File: src/rtl/axi_llc_chan_splitter_mc.sv
// Round-robin AX arbiter feeding a vector FIFO and a per-cache-line burst cutter.
// Optional per-channel descriptor counters: define AXI_LLC_SPLIT_CNT_EN.
module axi_llc_chan_splitter_mc #(
  parameter int unsigned NumChan    = 2,
  parameter int unsigned QueueDepth = 4,
  parameter int unsigned AddrWidth  = 64,
  parameter int unsigned IdWidth    = 6,
  parameter int unsigned LineBytes  = 64,
  parameter int unsigned ChanIdxW   = (NumChan > 1) ? $clog2(NumChan) : 1
) (
  input  logic                         clk_i,
  input  logic                         rst_i,
  input  logic [NumChan*AddrWidth-1:0] ax_addr_i,
  input  logic [NumChan*8-1:0]         ax_len_i,
  input  logic [NumChan*3-1:0]         ax_size_i,
  input  logic [NumChan*2-1:0]         ax_burst_i,
  input  logic [NumChan*IdWidth-1:0]   ax_id_i,
  input  logic [NumChan-1:0]           ax_valid_i,
  output logic [NumChan-1:0]           ax_ready_o,
  output logic [AddrWidth-1:0]         desc_addr_o,
  output logic [7:0]                   desc_len_o,
  output logic [2:0]                   desc_size_o,
  output logic [IdWidth-1:0]           desc_id_o,
  output logic [ChanIdxW-1:0]          desc_chan_o,
  output logic                         desc_first_o,
  output logic                         desc_last_o,
  output logic                         desc_valid_o,
  input  logic                         desc_ready_i,
`ifdef AXI_LLC_SPLIT_CNT_EN
  output logic [NumChan*32-1:0]        desc_cnt_o,
`endif
  output logic                         unit_busy_o
);

  localparam int unsigned OffW = $clog2(LineBytes);
  localparam int unsigned PtrW = (QueueDepth > 1) ? $clog2(QueueDepth) : 1;
  localparam int unsigned CntW = $clog2(QueueDepth + 1);
  localparam logic [OffW:0] LineW = (OffW+1)'(LineBytes);
  localparam logic [AddrWidth-1:0] LineA = AddrWidth'(LineBytes);

  typedef struct packed {
    logic [AddrWidth-1:0] addr;
    logic [7:0]           len;
    logic [2:0]           size;
    logic [1:0]           burst;
    logic [IdWidth-1:0]   id;
    logic [ChanIdxW-1:0]  chan;
  } ax_vec_t;

  typedef enum logic {
    IDLE,
    SPLIT
  } state_e;

  state_e state_q, state_d;
  ax_vec_t split_q, split_d;
  logic [ChanIdxW-1:0] rr_q, rr_d;
  logic [PtrW-1:0] wptr_q, wptr_d;
  logic [PtrW-1:0] rptr_q, rptr_d;
  logic [CntW-1:0] cnt_q, cnt_d;
  ax_vec_t fifo_q [QueueDepth];

  logic fifo_empty, fifo_full;
  logic [ChanIdxW-1:0] gnt_idx;
  logic gnt_vld;
  logic push, pop, dhs;
  ax_vec_t push_vec, head, cur;

  assign fifo_empty = (cnt_q == '0);
  assign fifo_full  = (cnt_q == CntW'(QueueDepth));

  // First valid channel at or above rr, wrapping.
  always_comb begin : arb
    int unsigned c;
    logic [ChanIdxW-1:0] ci;
    gnt_idx = '0;
    gnt_vld = 1'b0;
    c = 0;
    ci = '0;
    for (int unsigned i = 0; i < NumChan; i++) begin
      c = 32'(rr_q) + i;
      if (c >= NumChan) c = c - NumChan;
      ci = ChanIdxW'(c);
      if (!gnt_vld && ax_valid_i[ci]) begin
        gnt_vld = 1'b1;
        gnt_idx = ci;
      end
    end
  end

  always_comb begin
    push_vec.addr  = ax_addr_i[gnt_idx*AddrWidth +: AddrWidth];
    push_vec.len   = ax_len_i[gnt_idx*8 +: 8];
    push_vec.size  = ax_size_i[gnt_idx*3 +: 3];
    push_vec.burst = ax_burst_i[gnt_idx*2 +: 2];
    push_vec.id    = ax_id_i[gnt_idx*IdWidth +: IdWidth];
    push_vec.chan  = gnt_idx;
  end

  assign head = fifo_q[rptr_q];
  assign cur  = (state_q == SPLIT) ? split_q : head;

  assign desc_valid_o = (state_q == SPLIT) | !fifo_empty;
  assign unit_busy_o  = desc_valid_o;
  assign dhs = desc_valid_o & desc_ready_i;
  assign pop = (state_q == IDLE) & !fifo_empty & desc_ready_i;

  // A same-cycle pop frees a slot, so a full FIFO can still accept.
  assign push = !rst_i & gnt_vld & (!fifo_full | pop);

  always_comb begin
    ax_ready_o = '0;
    if (push) ax_ready_o[gnt_idx] = 1'b1;
  end

  logic [OffW:0] off, span;
  logic [31:0] room, room_m1;
  logic is_incr, last;
  logic [7:0] d_len, next_len;
  logic [AddrWidth-1:0] next_addr;

  always_comb begin
    off     = {1'b0, cur.addr[OffW-1:0]};
    span    = LineW - off;
    room    = 32'(span >> cur.size);
    if (room == 32'd0) room = 32'd1;
    room_m1 = room - 32'd1;
    is_incr = (cur.burst == 2'b01);
    last    = !is_incr | ({24'd0, cur.len} <= room_m1);
    d_len   = last ? cur.len : room_m1[7:0];
    next_len  = cur.len - room[7:0];
    next_addr = (cur.addr & ~(LineA - 1'b1)) + LineA;
  end

  assign desc_addr_o  = cur.addr;
  assign desc_len_o   = d_len;
  assign desc_size_o  = cur.size;
  assign desc_id_o    = cur.id;
  assign desc_chan_o  = cur.chan;
  assign desc_first_o = (state_q == IDLE);
  assign desc_last_o  = last;

  always_comb begin
    state_d = state_q;
    split_d = split_q;
    if (dhs) begin
      if (last) begin
        state_d = IDLE;
      end else begin
        state_d = SPLIT;
        split_d = cur;
        split_d.addr = next_addr;
        split_d.len  = next_len;
      end
    end
  end

  always_comb begin
    rr_d   = rr_q;
    wptr_d = wptr_q;
    rptr_d = rptr_q;
    cnt_d  = cnt_q;
    if (push) begin
      rr_d = (gnt_idx == ChanIdxW'(NumChan - 1)) ? '0 : gnt_idx + 1'b1;
      wptr_d = (wptr_q == PtrW'(QueueDepth - 1)) ? '0 : wptr_q + 1'b1;
    end
    if (pop) begin
      rptr_d = (rptr_q == PtrW'(QueueDepth - 1)) ? '0 : rptr_q + 1'b1;
    end
    if (push && !pop) cnt_d = cnt_q + 1'b1;
    else if (!push && pop) cnt_d = cnt_q - 1'b1;
  end

  always_ff @(posedge clk_i) begin
    if (rst_i) begin
      state_q <= IDLE;
      split_q <= '0;
      rr_q    <= '0;
      wptr_q  <= '0;
      rptr_q  <= '0;
      cnt_q   <= '0;
    end else begin
      state_q <= state_d;
      split_q <= split_d;
      rr_q    <= rr_d;
      wptr_q  <= wptr_d;
      rptr_q  <= rptr_d;
      cnt_q   <= cnt_d;
    end
  end

  always_ff @(posedge clk_i) begin
    if (push) fifo_q[wptr_q] <= push_vec;
  end

`ifdef AXI_LLC_SPLIT_CNT_EN
  logic [31:0] dcnt_q [NumChan];
  logic [31:0] dcnt_d [NumChan];

  always_comb begin
    dcnt_d = dcnt_q;
    if (dhs && (dcnt_q[cur.chan] != '1)) begin
      dcnt_d[cur.chan] = dcnt_q[cur.chan] + 32'd1;
    end
  end

  always_comb begin
    desc_cnt_o = '0;
    for (int unsigned i = 0; i < NumChan; i++) begin
      desc_cnt_o[i*32 +: 32] = dcnt_q[i];
    end
  end

  always_ff @(posedge clk_i) begin
    if (rst_i) begin
      for (int unsigned i = 0; i < NumChan; i++) dcnt_q[i] <= '0;
    end else begin
      dcnt_q <= dcnt_d;
    end
  end
`endif

endmodule
File: config.mk
export PLATFORM = sky130hd
export DESIGN_NAME = axi_llc_chan_splitter_mc
export DESIGN_NICKNAME = d
export VERILOG_FILES = /design/src/rtl/axi_llc_chan_splitter_mc.sv
export SDC_FILE = /design/constraint.sdc
export NUM_CORES = 1
export LEC_CHECK = 0
export CORE_MARGIN = 5
export CORE_UTILIZATION = 47
export DETAILED_ROUTE_END_ITERATION = 6
export HOLD_SLACK_MARGIN = 0.03
export PLACE_DENSITY = 0.69
export SKIP_LAST_GASP = 1
export SYNTH_ARGS = -nofsm -noshare
export SYNTH_HDL_FRONTEND = slang
export SYNTH_SLANG_ARGS = --single-unit
File: constraint.sdc
create_clock -name clk_i -period 10.2 [get_ports clk_i]
set_clock_uncertainty 0.05 [all_clocks]
set_input_delay 2.04 -clock clk_i [delete_from_list [all_inputs] [get_ports clk_i]]
set_output_delay 2.04 -clock clk_i [all_outputs]
set_load 0.1 [all_outputs]
* Word-level counts from Yosys, hierarchy flattened
Memories as Yosys holds them, arrays and structs flattened. A register that Yosys moved wholly into a read port is not among the register bits.
Cells that the tools add are included.
** Operators by class
- Multipliers :: 2
- Bitwise logic cells :: 10
- Add/sub/neg operators :: 12
- Equal/unequal tests :: 4
- Shifts and indexed selects :: 6
- Reduce and logical (&&, ||, !) cells :: 15
- $lt $le $gt $ge :: 7
- Mux-type cells :: 26
- Divide/modulo/power cells :: 0
** Operator list (number)
- 128-bit by 8-bit indexed part select with 64-bit output :: 1
- 84-bit 2-to-1 mux :: 1
- 64-bit by 7-bit adder with 64-bit output (second input constant) :: 1
- 8-bit by 32-bit <= comparator with 1-bit output :: 1
- 32-bit zero test :: 1
- 32-bit 2-to-1 mux :: 1
- 7-bit by 3-bit >> shifter with 32-bit output :: 1
- 32-bit by 1-bit subtractor with 32-bit output (second input constant) :: 1
- 16-bit by 5-bit indexed part select with 8-bit output :: 1
- 1-bit 2-to-1 mux :: 15
- 12-bit by 5-bit indexed part select with 6-bit output :: 1
- 2-bit 2-to-1 mux :: 5
- 8-bit 2-to-1 mux :: 1
- 8-bit subtractor :: 1
- 1-bit zero test :: 7
- 7-bit by 6-bit subtractor with 7-bit output (first input constant) :: 1
- 1-bit by 2-bit less-than comparator with 1-bit output (second input constant) :: 3
- 1-bit by 2-bit multiplier with 3-bit output (second input constant) :: 2
- 3-bit 2-to-1 mux :: 2
- 6-bit by 4-bit indexed part select with 3-bit output :: 1
- 1-bit AND :: 5
- 2-bit by 1-bit adder with 2-bit output (second input constant) :: 2
- 2-bit == test (second input constant) :: 2
- 1-bit logical AND :: 4
- 17 further kinds :: 21
** Storage, ports and cells
- Bits in latches :: 0
- Memory bits (read-only) :: 0
- Memories :: 1
- RAM bits :: 336
- Input bits :: 171
- Register bits :: 93
** Memory list
- fifo_q :: words 4, width 84, rd ports 1, clocked after Yosys merged registers in 1, write ports 1, line 61 : ax_vec_t fifo_q [QueueDepth];

* Depth between registers and ports, before layout
Gate-level depths: netlist (run 1).
- Depth after elaboration :: 14
- Mapped depth :: 32

* Least setup slack after synthesis (run 1)
OpenSTA, ideal clock, no wires.
- Path kind :: reg-to-output
- Start :: register state_q
- End :: output desc_len_o[0]
- Setup slack :: -0.549 ns
- Data arrival time :: 8.659 ns
- Cell stages (with the launch flop) :: 31
- Path buffers :: 9
- Cells stage by stage :: dfxtp_1 -> clkbuf_1 -> inv_2 -> buf_2 -> buf_2 -> clkbuf_1 -> buf_1 -> clkbuf_1 -> buf_1 -> nand2_1 -> ha_1 -> inv_1 -> xnor2_1 -> o221ai_1 -> a32oi_2 -> nand3_1 -> o22ai_1 -> inv_1 -> ha_1 -> and3_1 -> ha_1 -> ha_1 -> nand4_1 -> nor2_1 -> a211oi_1 -> a21bo_2 -> a41oi_4 -> inv_2 -> buf_6 -> buf_2 -> mux2i_1
** Between the ends
- Longest elaborated chain between the ends :: 9
** Ends and longest elaborated chain
- start, declared :: line 55 : state_e state_q, state_d;
- start signal, assigned :: line 183 : state_q <= state_d;
- 84-bit 2-to-1 mux (*) :: line 101 : assign cur = (state_q == SPLIT) ? split_q : head;
- 7-bit by 6-bit subtractor with 7-bit output :: line 124 : span = LineW - off;
- 7-bit by 3-bit >> shifter with 32-bit output :: line 125 : room = 32'(span >> cur.size);
- 32-bit zero test :: line 126 : if (room == 32'd0) room = 32'd1;
- 32-bit 2-to-1 mux :: line 126
- 32-bit by 1-bit subtractor with 32-bit output :: line 127 : room_m1 = room - 32'd1;
- 8-bit by 32-bit <= comparator with 1-bit output :: line 129 : last = !is_incr | ({24'd0, cur.len} <= room_m1);
- 1-bit OR (*) :: line 129
- named net desc_last_o :: line 26 : output logic desc_last_o,
- 8-bit 2-to-1 mux (*) :: line 130 : d_len = last ? cur.len : room_m1[7:0];
- end, declared :: line 21 : output logic [7:0] desc_len_o,
The timed path passes the listed nets; every way through them passes the cells marked *.

==> results.sh, run 1 <==
export IMPL_hp_start="split_q[7]"
export IMPL_dpl_hpwl_um=34730
export IMPL_r2r_setup_slack_ns=2.85
export IMPL_start_util_pct=47.78
export IMPL_wirelength_um=52410
export IMPL_grt_pass1_wl_um=80770
export IMPL_min_to="split_q[7]"
export IMPL_synth_edf_count=336
export IMPL_cts_inserted_buffers=43
export IMPL_grtUsageMet1_pct=30.14
export IMPL_ys_dominant_reg_cell="edfxtp_1"
export IMPL_first_iter_violations=1302
export IMPL_path_clk_slew_ns=0.06
export IMPL_avgSynthCellArea_um2=12.02
export IMPL_cp_start_kind="flop"
export IMPL_grt_util_met2_pct=34.48
export IMPL_synth_seq_cells=425
export IMPL_htree_levels=2
export IMPL_multiInputGateArea_um2=7614
export IMPL_p_total_w=0.007771
export IMPL_path_max_fanout=75
export IMPL_grt_max_degree=87
export IMPL_fillers=3543
export IMPL_worstSkewPairLatency_ns=0.55
export IMPL_syn_cell_area_um2=20670
export IMPL_rr_endpoint="split_q[9]"
export IMPL_core_um2=43270
export IMPL_min_path_cells=1
export IMPL_critPathCaptureType="output port"
export IMPL_fp_dieArea_um2=48280
export IMPL_syn_num_nets=1918
export IMPL_finalCritPeriodShare_pct=92.78
export IMPL_cp_arrival_ns=7.37
export IMPL_cts_sinks=425
export IMPL_io_buffer_count=258
export IMPL_ff2ff_path_depth=26
export IMPL_period_minus_slack_ns=9.464
export IMPL_num_vias=14000
export IMPL_die_x_um=219.7
export IMPL_clockBufferDepth=3
export IMPL_hold_class="reg2reg"
export IMPL_setup_viol=0
export IMPL_place_ws_ns=1.284
export IMPL_viasPerCell=5.635
export IMPL_row_count=76
export IMPL_slew_headroom_pct=25.23
export IMPL_final_max_slew_viol_count=0
export IMPL_status="complete, but fails checks"
export IMPL_area_growth_pct=18.54
export IMPL_n_antenna_cell=0
export IMPL_rsz0062_at_grt="false"
export IMPL_drtPass1Iterations=7
export IMPL_synth_cells=1720
export IMPL_track_usage_pct=21.45
export IMPL_wl_per_cell_um=21.10
export IMPL_hold_violations=0
export IMPL_die_height_um=219.7
export IMPL_cts_setup_buffers=0
export IMPL_setup_slack_ns=0.7363
export IMPL_routabilityCongestion=0.8776
export IMPL_required_ns=8.11
export IMPL_grt_busiest_layer="met2"
export IMPL_violations="DRC"
export IMPL_regArea_um2=11880
export IMPL_drcViolationCount=5
export IMPL_ctsHoldBuffers=0
export IMPL_ys_seq_area_share_pct=57.42
export IMPL_postRouteAntennaNets=0
export IMPL_cts_resized=0
export IMPL_powerDensity_nw_per_um2=317.1
export IMPL_grt_pass1_vias=13980
export IMPL_max_freq_ghz=0.1057
export IMPL_drive_gt1_share_pct=12.32
export IMPL_p_leak_nw=8.608
export IMPL_async_flop_share_pct=0
export IMPL_tightest_slew_ns=1.118
export IMPL_vdd_drop_max_mv=0.2670
export IMPL_cts_root_buf="clkbuf_16"
export IMPL_ys_types=77
export IMPL_crit_type="reg2out"
export IMPL_nets=2063
export IMPL_cts_tree="yes"
export IMPL_max_cap_violations=0
export IMPL_grt_overflow=0
export IMPL_antenna_found_initial=0
export IMPL_finalSetupTns_ns=0
export IMPL_ys_warn_count=0
export IMPL_globalRouteMet3Util_pct=3.586
export IMPL_io_pins=259
[cells by family (layout without fill, tap and decap cells)]
group	count (synthesis)	count (layout)	synth area share, %
AND/OR/NAND/NOR	640	640	14.03
flip-flops	425	425	57.42
buffers and inverters	225	404	5.974
AO/OA/AOI/OAI	223	223	7.372
multiplexers	124	124	11.15
XOR/XNOR	55	55	2.330
adder cells (fa/ha/maj)	27	27	1.707
other	1	1	0.01814
[power breakdown]
group / internal (W) / switching (W) / leakage (nW)
sequential: 0.00214 / 0.000108 / 3.80
clock: 0.000900 / 0.000640 / 0.670
combinational: 0.00113 / 0.00285 / 4.13
total: 0.00417 / 0.00360 / 8.61
[stage by stage]
stage                     area (um2)  util [%]  std cells  hold slack [ns]
after floorplan                20690         -       1720           0.3911
after global placement         23130     53.46       2405           0.3986
after detailed placement       23130     53.46       2405           0.4033
after CTS                      24510     56.64       2484           0.4163
after global routing           24510     56.64       2484           0.4274
final                          24510     56.64       2484           0.4136
[how the worst max path moves through the flow]
| stage | endpoint | slack, ns | start |
|---|---|---|---|
| CTS | desc_last_o | 0.69 | flop |
| finish | desc_last_o | 0.74 | flop |
| floorplan | desc_len_o[4] | -0.46 | state_q |
| detailed placement | desc_last_o | 1.28 | flop |
| global placement | desc_last_o | 1.38 | flop |
| global route | desc_last_o | 0.16 | flop |
[flip-flops by register name (all words and copies together) (netlist names), named ones only]
| signal | flops |
|---|---|
| cnt_q | 3 |
| fifo_q | 336 |
| rptr_q | 2 |
| rr_q | 1 |
| split_q | 78 |
| state_q | 1 |
| wptr_q | 2 |
[synth_stat cells, drive strengths merged (4+ instances only)]
library cell / count / area share, %
buf: 118 / 4.0
nand2b: 4 / 0.12
and2: 19 / 0.57
edfxtp: 336 / 49
mux2i: 28 / 1.4
or2: 4 / 0.12
o31ai: 14 / 0.51
inv: 45 / 0.82
nor3b: 5 / 0.18
nor4: 35 / 1.1
nor4b: 4 / 0.20
nand4: 37 / 1.1
nand3: 39 / 0.94
xnor2: 42 / 1.8
nor2b: 4 / 0.12
ha: 25 / 1.5
dfxtp: 89 / 8.6
xor2: 13 / 0.55
mux2: 15 / 0.84
a21boi: 8 / 0.29
o221ai: 6 / 0.28
o211ai: 12 / 0.46
a21oi: 60 / 1.5
clkbuf: 61 / 1.1
a211oi: 6 / 0.22
o21a: 6 / 0.22
nand4b: 5 / 0.21
nor3: 35 / 0.90
nand2: 397 / 7.2
o21ai: 46 / 1.1
a31o: 31 / 1.3
nor2: 36 / 0.67
mux4: 81 / 8.9
and3: 6 / 0.18
a31oi: 5 / 0.15
[cell usage in the layout, fill, tap and decap left out, types with 5 or more instances in the layout]
| cell | netlist | final |
|---|---|---|
| nand2_1 | 397 | 396 |
| edfxtp_1 | 336 | 336 |
| clkdlybuf4s50_1 | 0 | 249 |
| dfxtp_1 | 89 | 86 |
| mux4_2 | 78 | 78 |
| a21oi_1 | 60 | 57 |
| o21ai_0 | 46 | 45 |
| clkbuf_16 | 0 | 44 |
| xnor2_1 | 42 | 42 |
| inv_1 | 42 | 41 |
| nand3_1 | 39 | 39 |
| nand4_1 | 37 | 37 |
| nor2_1 | 35 | 35 |
| nor4_1 | 34 | 34 |
| nor3_1 | 33 | 33 |
| buf_4 | 82 | 29 |
| mux2i_1 | 26 | 25 |
| ha_1 | 25 | 25 |
| a31o_1 | 18 | 18 |
| clkbuf_1 | 61 | 15 |
| mux2_2 | 14 | 14 |
| and2_1 | 19 | 14 |
| o31ai_1 | 14 | 14 |
| a31o_2 | 13 | 13 |
| xor2_1 | 13 | 13 |
| o211ai_1 | 11 | 11 |
| a21boi_0 | 7 | 7 |
| clkinv_1 | 1 | 7 |
| o21a_1 | 6 | 6 |
| a211oi_1 | 6 | 6 |
| clkinv_2 | 0 | 6 |
| and3_1 | 6 | 6 |
| nand4b_1 | 5 | 5 |
| o221ai_1 | 5 | 5 |
| nor3b_1 | 5 | 5 |
[worst max-delay path, cell delays in order, from the launching register on]
cell and delay [ns]:
dfxtp_4 0.75, mux4_2 0.62, and2_1 0.21, inv_1 0.06, ha_1 0.26, inv_1 0.13, nor4_1 0.28, a31o_2 0.20
o221ai_1 0.12, a32oi_1 0.58, nand2_1 0.11, o22ai_1 0.34, inv_1 0.11, ha_1 0.24, and3_1 0.17, ha_1 0.29
ha_1 0.30, nand4_1 0.13, nor2_1 0.13, a211oi_1 0.06, a21bo_2 0.24, a41oi_4 0.04, buf_4 0.25, inv_2 0.09
buf_4 0.67, buf_4 0.43
[layer usage]
metal | vias to the layer above | share of wire (%) | routed length [um]
met1 | 6871 | 43 | 22730
met3 | 86 | 6.4 | 3375
li1 | 6561 | - | -
met2 | 479 | 47 | 24820
met5 | - | 0 | 0
met4 | 0 | 2.8 | 1483
[cell type report]
| class | instances | area share [%] |
|---|---|---|
| clock buffers | 59 | 4.723 |
| clock inverters | 20 | 0.8833 |
| inverters | 46 | 0.7199 |
| multi-input cells | 1070 | 31.07 |
| flip-flops and latches | 425 | 48.48 |
| well taps | 585 | 2.987 |
| repair buffers | 279 | 11.14 |
Power figures use the tool's default switching activity.
==> run 2: changes to the inputs <==
--- a/config.mk
+++ b/config.mk
@@ -9,7 +9,8 @@
 export CORE_UTILIZATION = 47
 export DETAILED_ROUTE_END_ITERATION = 6
 export HOLD_SLACK_MARGIN = 0.03
-export PLACE_DENSITY = 0.69
+export PLACE_DENSITY = 0.72
+export RECOVER_POWER = 100
 export SKIP_LAST_GASP = 1
 export SYNTH_ARGS = -nofsm -noshare
 export SYNTH_HDL_FRONTEND = slang
==> constraint.sdc (replaced) <==
create_clock -name clk_i -period 8.1 [get_ports clk_i]
set_clock_uncertainty 0.05 [all_clocks]
set_input_delay 1.62 -clock clk_i [delete_from_list [all_inputs] [get_ports clk_i]]
set_output_delay 1.62 -clock clk_i [all_outputs]
set_load 0.1 [all_outputs]
==> run 2 against run 1 <==
The run ends with capacitance limit, slew limit left; largest power group unchanged; routed wire length up 0.73%; critical endpoint is now desc_len_o[5]; global-route usage is 0.12 points higher; via count increased by 2.3%; non-clock buffer count increased by 15; design area is 1.3% higher; total power up 30%; clock-buffer cell count increased by 2; final cell count is 0.56% higher; highest routed layer unchanged; utilization increased by 0.71 points; critical path depth is 2 lower.
==> results.sh, run 2 (same netlist as run 1, synthesis figures left out) <==
export IMPL_r2r_setup_slack_ns=0.94
export IMPL_ctsHoldBuffers=0
export IMPL_io_pins=259
export IMPL_p_leak_nw=8.765
export IMPL_hold_violations=0
export IMPL_nets=2078
export IMPL_grt_overflow=0
export IMPL_critical_path_endpoint="desc_len_o[5]"
export IMPL_finalSetupTns_ns=0
export IMPL_crit_type="reg2out"
export IMPL_final_common_cell="nand2_1"
export IMPL_ff2ff_path_depth=23
export IMPL_vdd_drop_max_mv=0.4693
export IMPL_grt_max_degree=88
export IMPL_cts_tree="yes"
export IMPL_area_growth_pct=20.02
export IMPL_utilization_pct=57.35
export IMPL_slew_headroom_pct=-217.0
export IMPL_violations="capacitance limit, slew limit"
export IMPL_hp_start="split_q[74]"
export IMPL_status="complete, but fails checks"
export IMPL_drcViolationCount=0
export IMPL_grt_pass1_wl_um=81420
export IMPL_finalCritPeriodShare_pct=96.05
export IMPL_top_register="fifo_q"
export IMPL_tightest_slew_ns=4.752
export IMPL_grt_pass1_vias=14210
export IMPL_row_count=76
export IMPL_rr_endpoint="split_q[13]"
export IMPL_path_max_fanout=9
export IMPL_max_cap_violations=8
export IMPL_wirelength_um=52790
export IMPL_postRouteAntennaNets=0
export IMPL_cts_sinks=425
export IMPL_setup_viol=0
export IMPL_fp_dieArea_um2=48280
export IMPL_io_buffer_count=258
export IMPL_die_height_um=219.7
export IMPL_largest_reg_flops=336
export IMPL_max_freq_ghz=0.1285
export IMPL_num_vias=14320
export IMPL_final_max_slew_viol_count=439
export IMPL_drtPass1Iterations=5
export IMPL_clockBufferDepth=3
export IMPL_cp_arrival_ns=6.11
export IMPL_wl_per_cell_um=21.13
export IMPL_first_iter_violations=1188
export IMPL_hold_class="reg2reg"
export IMPL_critPathCaptureType="output port"
export IMPL_routabilityCongestion=0.8522
export IMPL_dpl_hpwl_um=34600
export IMPL_htree_levels=2
export IMPL_cts_inserted_buffers=43
export IMPL_path_clk_slew_ns=0.06
export IMPL_powerDensity_nw_per_um2=407.0
export IMPL_die_x_um=219.7
export IMPL_cp_start_kind="flop"
export IMPL_period_minus_slack_ns=7.780
export IMPL_holdWs_ns=0.4232
export IMPL_track_usage_pct=21.57
export IMPL_antenna_found_initial=1
export IMPL_top_regs="fifo_q (336), split_q (78), cnt_q (3)"
export IMPL_start_util_pct=47.78
export IMPL_core_um2=43270
export IMPL_drive_gt1_share_pct=13.54
export IMPL_worstSkewPairLatency_ns=0.54
export IMPL_layout_common_cells="395 x nand2_1, 336 x edfxtp_1, 172 x clkdlybuf4s50_1"
export IMPL_n_antenna_cell=0
export IMPL_viasPerCell=5.733
export IMPL_cts_root_buf="clkbuf_16"
export IMPL_required_ns=6.43
[run 2: cell types whose count changed in the layout (fill, tap and decap cells not counted), sizes merged]
| cell | before | now |
|---|---|---|
| inv | 47 | 46 |
| buf | 30 | 36 |
| clkinv | 15 | 12 |
| clkdlybuf4s50 | 249 | 172 |
| dlygate4sd3 | 0 | 76 |
| clkbuf | 59 | 71 |
| clkinvlp | 0 | 2 |
| bufinv | 4 | 3 |
[run 2: area by class of cell]
cell class	instances	area [um2]
Fill cell	3473	18450
Sequential cell	425	11880
Multi-Input combinational cell	1070	7700
Timing Repair Buffer	294	2919
Clock buffer	61	1224
Tap cell	585	732.0
Clock inverter	17	181.4
Inverter	46	176.4
[run 2: worst max-delay path, cell delays in order (launching register included)]
cell and delay, ns:
dfxtp_4 0.41, buf_4 0.18, mux4_1 0.67, or3_4 0.40
nor3_2 0.28, nor3_1 0.12, o221ai_2 0.21, buf_4 0.19
nand3_1 0.15, o22ai_4 0.17, inv_1 0.08, ha_1 0.23
and3_1 0.16, ha_1 0.34, ha_1 0.32, nand4_1 0.11
nor2_1 0.06, a211oi_2 0.24, a21bo_2 0.28, a41oi_4 0.31
buf_4 0.19, nor2_1 0.06, a31oi_4 0.18, buf_12 0.19
[run 2: metrics by stage]
step	total power (W)	setup WS (ns)	instance area (um2)	instances
6_report	0.01010	0.3203	24810	2498
2_1_floorplan	0.007019	0.03338	20810	1720
3_3_place_gp	0.008096	0.2676	23350	2409
3_5_place_dp	0.008145	0.2516	23350	2409
5_1_grt	0.01055	-0.03953	24810	2498
4_1_cts	0.01014	0.007644	24780	2491
[run 2: how the worst min path moves through the flow]
stage	endpoint	slack (ns)	depth (start not counted)
2_1_floorplan	split_q[7]	0.39	1
3_3_place_gp	split_q[7]	0.40	1
3_5_place_dp	split_q[7]	0.41	1
4_1_cts	split_q[7]	0.42	1
5_1_grt	split_q[8]	0.44	1
6_report	split_q[74]	0.42	2
[run 2: power by group]
part / switching [W] / internal [W]
Combinational: 0.00373 / 0.00158
Clock: 0.000810 / 0.00115
Sequential: 0.000109 / 0.00271
Total: 0.00465 / 0.00545
[run 2: metal layers]
| layer | GRT usage (%) | up-vias | wire, um |
|---|---|---|---|
| li1 | - | 6592 | - |
| met1 | 29.12 | 7119 | 21660 |
| met2 | 36.58 | 538 | 26370 |
| met3 | 3.668 | 72 | 3569 |
| met4 | 5.534 | 0 | 1198 |
| met5 | 0 | - | 0 |
[run 2: timing repair]
action                                  4_1_cts  5_1_grt
resized for setup                             0        5
pin swaps                                     0        3
buffers inserted                              4        7
endpoints found under the setup margin        9        9
